[src/rtl/fifo_srl_param_if.sv]
// Handshake and status bundle for fifo_srl_param.
// The producer/consumer side uses the master modport and the FIFO uses the slave modport.
interface fifo_srl_param_if #(
  parameter int DATA_WIDTH = 1,
  parameter int CNT_WIDTH  = 2
);
  logic                  if_empty_n;
  logic                  if_read_ce;
  logic                  if_read;
  logic [DATA_WIDTH-1:0] if_dout;
  logic                  if_full_n;
  logic                  if_write_ce;
  logic                  if_write;
  logic [DATA_WIDTH-1:0] if_din;
  logic [CNT_WIDTH-1:0]  if_num_data_valid;
  logic [CNT_WIDTH-1:0]  if_fifo_cap;
  logic                  if_almost_full;
  logic                  if_almost_empty;
  logic                  if_overflow;
  logic                  if_underflow;

  modport master (
    input  if_empty_n, if_dout, if_full_n, if_num_data_valid, if_fifo_cap,
           if_almost_full, if_almost_empty, if_overflow, if_underflow,
    output if_read_ce, if_read, if_write_ce, if_write, if_din
  );

  modport slave (
    output if_empty_n, if_dout, if_full_n, if_num_data_valid, if_fifo_cap,
           if_almost_full, if_almost_empty, if_overflow, if_underflow,
    input  if_read_ce, if_read, if_write_ce, if_write, if_din
  );
endinterface

[src/rtl/fifo_srl_param.sv]
// Shift-register FIFO: writes shift the array and load entry 0.
// The head of the queue sits at entry count-1, with registered empty/full and sticky error flags.
module fifo_srl_param #(
  parameter int DATA_WIDTH = 1,
  parameter int DEPTH      = 2,
  parameter int ADDR_WIDTH = 1,
  parameter int CNT_WIDTH  = 2,
  parameter int AF_LEVEL   = DEPTH - 1,
  parameter int AE_LEVEL   = 1
) (
  input  logic            clk,
  input  logic            reset,
  fifo_srl_param_if.slave fifo
);

  logic [DATA_WIDTH-1:0] mem_q [DEPTH];
  logic [CNT_WIDTH-1:0]  count_q, count_d;
  logic [CNT_WIDTH-1:0]  count_m1;
  logic [ADDR_WIDTH-1:0] rd_addr;
  logic                  empty_n_q, empty_n_d;
  logic                  full_n_q, full_n_d;
  logic                  overflow_q, overflow_d;
  logic                  underflow_q, underflow_d;
  logic                  wr_try, rd_try, wr_acc, rd_acc;

  assign wr_try = fifo.if_write & fifo.if_write_ce;
  assign rd_try = fifo.if_read & fifo.if_read_ce;
  assign wr_acc = wr_try & full_n_q;
  assign rd_acc = rd_try & empty_n_q;

  // Storage is deliberately left out of reset; the count alone defines validity.
  always_ff @(posedge clk) begin
    if (wr_acc && !reset) begin
      for (int i = DEPTH - 1; i > 0; i--) begin
        mem_q[i] <= mem_q[i-1];
      end
      mem_q[0] <= fifo.if_din;
    end
  end

  assign count_m1 = count_q - CNT_WIDTH'(1);
  assign rd_addr  = (count_q != '0) ? count_m1[ADDR_WIDTH-1:0] : '0;

  always_comb begin
    count_d     = count_q;
    overflow_d  = overflow_q;
    underflow_d = underflow_q;
    unique case ({wr_acc, rd_acc})
      2'b10:   count_d = count_q + CNT_WIDTH'(1);
      2'b01:   count_d = count_q - CNT_WIDTH'(1);
      default: count_d = count_q;
    endcase
    empty_n_d = (count_d != '0);
    full_n_d  = (count_d != CNT_WIDTH'(DEPTH));
    // A rejected write counts as overflow only if no read drains the FIFO in the same cycle;
    // likewise, a read on empty is harmless when a write arrives alongside it.
    if (wr_try && !full_n_q && !rd_acc) overflow_d = 1'b1;
    if (rd_try && !empty_n_q && !wr_acc) underflow_d = 1'b1;
  end

  always_ff @(posedge clk) begin
    if (reset) begin
      count_q     <= '0;
      empty_n_q   <= 1'b0;
      full_n_q    <= 1'b1;
      overflow_q  <= 1'b0;
      underflow_q <= 1'b0;
    end else begin
      count_q     <= count_d;
      empty_n_q   <= empty_n_d;
      full_n_q    <= full_n_d;
      overflow_q  <= overflow_d;
      underflow_q <= underflow_d;
    end
  end

  assign fifo.if_dout           = mem_q[rd_addr];
  assign fifo.if_empty_n        = empty_n_q;
  assign fifo.if_full_n         = full_n_q;
  assign fifo.if_num_data_valid = count_q;
  assign fifo.if_fifo_cap       = CNT_WIDTH'(DEPTH);
  assign fifo.if_almost_full    = (count_q >= CNT_WIDTH'(AF_LEVEL));
  assign fifo.if_almost_empty   = (count_q <= CNT_WIDTH'(AE_LEVEL));
  assign fifo.if_overflow       = overflow_q;
  assign fifo.if_underflow      = underflow_q;

endmodule

[src/flat_wrapper.sv]
// flat-port wrapper written by rule: the top's interface ports become plain ports
module fifo_srl_param_flat 
#(
  parameter int DATA_WIDTH = 1,
  parameter int DEPTH      = 2,
  parameter int ADDR_WIDTH = 1,
  parameter int CNT_WIDTH  = 2,
  parameter int AF_LEVEL   = DEPTH - 1,
  parameter int AE_LEVEL   = 1
)
  (clk, reset, fifo_if_empty_n, fifo_if_dout, fifo_if_full_n, fifo_if_num_data_valid, fifo_if_fifo_cap, fifo_if_almost_full, fifo_if_almost_empty, fifo_if_overflow, fifo_if_underflow, fifo_if_read_ce, fifo_if_read, fifo_if_write_ce, fifo_if_write, fifo_if_din);
  fifo_srl_param_if #(.DATA_WIDTH(DATA_WIDTH), .CNT_WIDTH(CNT_WIDTH)) fifo_i ();
  input  logic clk;
  input  logic reset;
  output wire logic [$bits(fifo_i.if_empty_n)-1:0] fifo_if_empty_n;
  output wire logic [$bits(fifo_i.if_dout)-1:0] fifo_if_dout;
  output wire logic [$bits(fifo_i.if_full_n)-1:0] fifo_if_full_n;
  output wire logic [$bits(fifo_i.if_num_data_valid)-1:0] fifo_if_num_data_valid;
  output wire logic [$bits(fifo_i.if_fifo_cap)-1:0] fifo_if_fifo_cap;
  output wire logic [$bits(fifo_i.if_almost_full)-1:0] fifo_if_almost_full;
  output wire logic [$bits(fifo_i.if_almost_empty)-1:0] fifo_if_almost_empty;
  output wire logic [$bits(fifo_i.if_overflow)-1:0] fifo_if_overflow;
  output wire logic [$bits(fifo_i.if_underflow)-1:0] fifo_if_underflow;
  input wire logic [$bits(fifo_i.if_read_ce)-1:0] fifo_if_read_ce;
  input wire logic [$bits(fifo_i.if_read)-1:0] fifo_if_read;
  input wire logic [$bits(fifo_i.if_write_ce)-1:0] fifo_if_write_ce;
  input wire logic [$bits(fifo_i.if_write)-1:0] fifo_if_write;
  input wire logic [$bits(fifo_i.if_din)-1:0] fifo_if_din;
  assign fifo_if_empty_n = fifo_i.if_empty_n;
  assign fifo_if_dout = fifo_i.if_dout;
  assign fifo_if_full_n = fifo_i.if_full_n;
  assign fifo_if_num_data_valid = fifo_i.if_num_data_valid;
  assign fifo_if_fifo_cap = fifo_i.if_fifo_cap;
  assign fifo_if_almost_full = fifo_i.if_almost_full;
  assign fifo_if_almost_empty = fifo_i.if_almost_empty;
  assign fifo_if_overflow = fifo_i.if_overflow;
  assign fifo_if_underflow = fifo_i.if_underflow;
  assign fifo_i.if_read_ce = fifo_if_read_ce;
  assign fifo_i.if_read = fifo_if_read;
  assign fifo_i.if_write_ce = fifo_if_write_ce;
  assign fifo_i.if_write = fifo_if_write;
  assign fifo_i.if_din = fifo_if_din;
  fifo_srl_param #(.DATA_WIDTH(DATA_WIDTH), .DEPTH(DEPTH), .ADDR_WIDTH(ADDR_WIDTH), .CNT_WIDTH(CNT_WIDTH), .AF_LEVEL(AF_LEVEL), .AE_LEVEL(AE_LEVEL)) u_core (.clk(clk), .reset(reset), .fifo(fifo_i));
endmodule
[config.mk]
export PLATFORM = sky130hd
export DESIGN_NAME = fifo_srl_param_flat
export DESIGN_NICKNAME = d
export VERILOG_FILES = /design/src/rtl/fifo_srl_param_if.sv /design/src/rtl/fifo_srl_param.sv /design/src/flat_wrapper.sv
export SDC_FILE = /design/constraint.sdc
export NUM_CORES = 1
export LEC_CHECK = 0
export BUFFER_PORTS_ARGS = -buffer_cell sky130_fd_sc_hd__buf_2
export CORE_AREA = 2 2 39 41
export DETAILED_ROUTE_END_ITERATION = 10
export DIE_AREA = 0 0 41 43
export HOLD_SLACK_MARGIN = 0.12
export PLACE_DENSITY_LB_ADDON = 0.15
export SYNTH_ARGS = -nofsm -noshare
export SYNTH_HDL_FRONTEND = slang
export SYNTH_SLANG_ARGS = --single-unit
[constraint.sdc]
create_clock -name clk -period 4.6 [get_ports clk]
set_clock_uncertainty 0.1 [all_clocks]
set_input_delay 1.15 -clock clk [delete_from_list [all_inputs] [get_ports clk]]
set_output_delay 1.15 -clock clk [all_outputs]
set_load 0.02 [all_outputs]
==> impl_metrics.toml <==
[setup_path]
crit_end_category = "output pin"
worstSetupPathDepth = 4
worst-r2r-cell-count = 5
critPathMaxStageDelay_ns = 0.39
worst-path-buf-inv = 2
critPathSlowestCell = "dfxtp_1"
crit_path_cells = "inv_1, ha_1, mux2_2, buf_2"
worstPathArrival_ns = 1.35
crit_path_max_fanout = 5
crit_path_required_time_ns = 3.35
cp_top_family = "flip-flops"
crit_path_start_kind = "register"
critical_path_class = "reg2out"

[floorplanning]
pin_count = 18
row_count = 14
die_h_um = 43
initial_standard_cell_utilization_of_the_core_pct = 30.5
fp.dieW_um = 41
floorplan.core_area_um2 = 1380
full_die_area_um2 = 1760

[flow_run]
maxCapViolations = 0

[clock_tree]
cts-buffers-inserted = 3
post-cts-setup-buffer-count = 0
post_cts_hold_buffer_count = 0
clk_latency_ns = 0.25
clock_sinks = 8
clock_tree.buffer_depth = 2
clock-root-buffer = "clkbuf_4"
worst_setup_hold_path_clk_slew_ns = 0.06
cts_max_level = 1
cts_tree = "yes"
cts_resized = 0

[layout]
final_area_um2 = 528
drive_above_1_share_pct = 37.7
antenna_cells_inserted = 0
area_growth_syn_to_layout_pct = 25.2
fillerInstances = 155
seq_area_um2 = 180
layout.cells.non_filler = 77
multi_input_area_um2 = 196
finalCoreUtilization_pct = 38.2
design.final.nets = 74

[synth]
post-synth-top-count-cell = "inv_1"
ys_async_sr_fraction_pct = 0
ys_types = 21
postSynth.topFlopCell = "dfxtp_1"
yosys_warnings = 0
synth_adder_area_share_pct = 14.8
netlist_top_cells_count = "inv_1, dfxtp_1, ha_1, nor2_1"
syn-mean-instance-area_um2 = 9.58
yosysTopAreaCell = "dfxtp_1"
yosys_top_cell_area_share_pct = 28.5
synth_enable_flop_cells = 2
share_of_cell_area_taken_by_muxes_after_synthesis_pct = 5.04
flip_flop_and_latch_count_after_synthesis = 8
yosys-top-cells-area = "dfxtp_1, ha_1, edfxtp_1"
synthesis.instances = 44
register_area_share_after_synthesis_pct = 42.7
synth-compound-area-share_pct = 11.0
synth_area_um2 = 422
syn_nets = 56
synth-xor-area-share_pct = 0
synth_simple_gate_area_share_pct = 13.9
largest_family_of_logic_cells_by_synthesized_area = "adder cells"

[hold_path]
worst_hold_path.num_cells = 0
hp-class = "reg2reg"

[global_routing]
largest_net_degree_at_the_start_of_global_routing = 7
first_global_vias = 300
grt_antenna_before_repair = 0
first_pass_grt_wire_length_um = 1190
grt_overflow_total = 0
track_usage_pct = 10.5

[route]
first_iter_violations = 2
detail_route.drc_violations = 0
dr_total_vias = 332
number_of_vias_per_cell = 4.31
detail-route-antenna-nets = 0
drt_first_pass_iters = 3
drt_wl_total_um = 724
drt-wirelength-per-cell_um = 9.40

[placement]
gp_congestion = 0.782
numPortBuffers = 15
post_placement_worst_setup_slack_ns = 2.09
place_inst = 73
place_area_um2 = 502
post-dp-hpwl_um = 580

[power]
finalPower_mw = 0.180
power_per_cell_area_nw_per_um2 = 342
power.static_leakage_nw = 0.272
max-vdd-ir-drop_mv = 0.257

[timing]
finalCriticalPeriod_ns = 2.60
min_period_over_period_pct = 56.4
rsz_0062_raised_after_global_routing = "false"
slew_viol_final = 0
setup_viol = 0
fmaxAchievable_mhz = 385
setup_tns_ns = 0
post-route-worst-setup-slack_ns = 2.00
final-hold-violation-count = 0
timing.hold.ws_ns = 0.352

[run_status]
status = "finished, final reports clean"
[per-layer routing]
layer,vias up,GRT usage (%),share of wire (%)
met4,0,4.00,0.69
met3,2,7.85,8.7
li1,171,-,-
met2,14,14.7,45
met1,145,11.8,46
met5,-,0,0
[layout by cell type, fill, tap and decap left out]
cell	instances
mux2i_1	1
and3_1	1
clkbuf_1	1
a211oi_2	1
inv_2	1
edfxtp_1	2
or2_2	1
o21bai_1	1
nand2_1	1
conb_1	2
mux2_2	1
buf_2	15
nor2b_1	1
ha_1	5
nand2b_1	1
nor2_1	5
dfxtp_1	6
inv_1	7
nand3_1	1
a21oi_2	1
and2_1	1
clkbuf_4	3
a41oi_1	2
[layout make-up]
cell class                      instances  share of cell area [%]
Tap cell                               16                    3.79
Clock buffer                            4                    4.98
Inverter                                8                    5.69
Timing Repair Buffer                   15                    14.2
Multi-Input combinational cell         26                    37.2
Sequential cell                         8                    34.1
[power by group]
part / internal (mW) / switching, mW
Clock: 0.0331 / 0.0229
Combinational: 0.0168 / 0.0262
Sequential: 0.0776 / 0.00365
Total: 0.128 / 0.0528
[logic make-up (layout without fill, tap and decap cells)]
group | after synthesis | in the layout
AO/OA/AOI/OAI | 5 | 5
multiplexers | 2 | 2
other | 2 | 2
AND/OR/NAND/NOR | 12 | 12
flip-flops | 8 | 8
buffers and inverters | 10 | 27
adder cells (fa/ha/maj) | 5 | 5
[state kept, by name, indices dropped and copies added (netlist names)]
name,count
u_core.fifo.if_num_data_valid,2
u_core.fifo.if_full_n,1
u_core.fifo.if_empty_n,1
u_core.fifo.if_overflow,1
u_core.mem_q,2
u_core.fifo.if_underflow,1
[final timing paths]
path	start	to	slack (ns)
worst max-delay path	u_core.fifo.if_num_data_valid[0]	fifo_if_dout	2.00
worst min-delay path	u_core.mem_q[0]	u_core.mem_q[1]	0.35
worst max register to register	u_core.fifo.if_full_n	u_core.fifo.if_empty_n	3.00
worst min register to register	u_core.mem_q[0]	u_core.mem_q[1]	0.35
(Power assumes the default switching activity.)
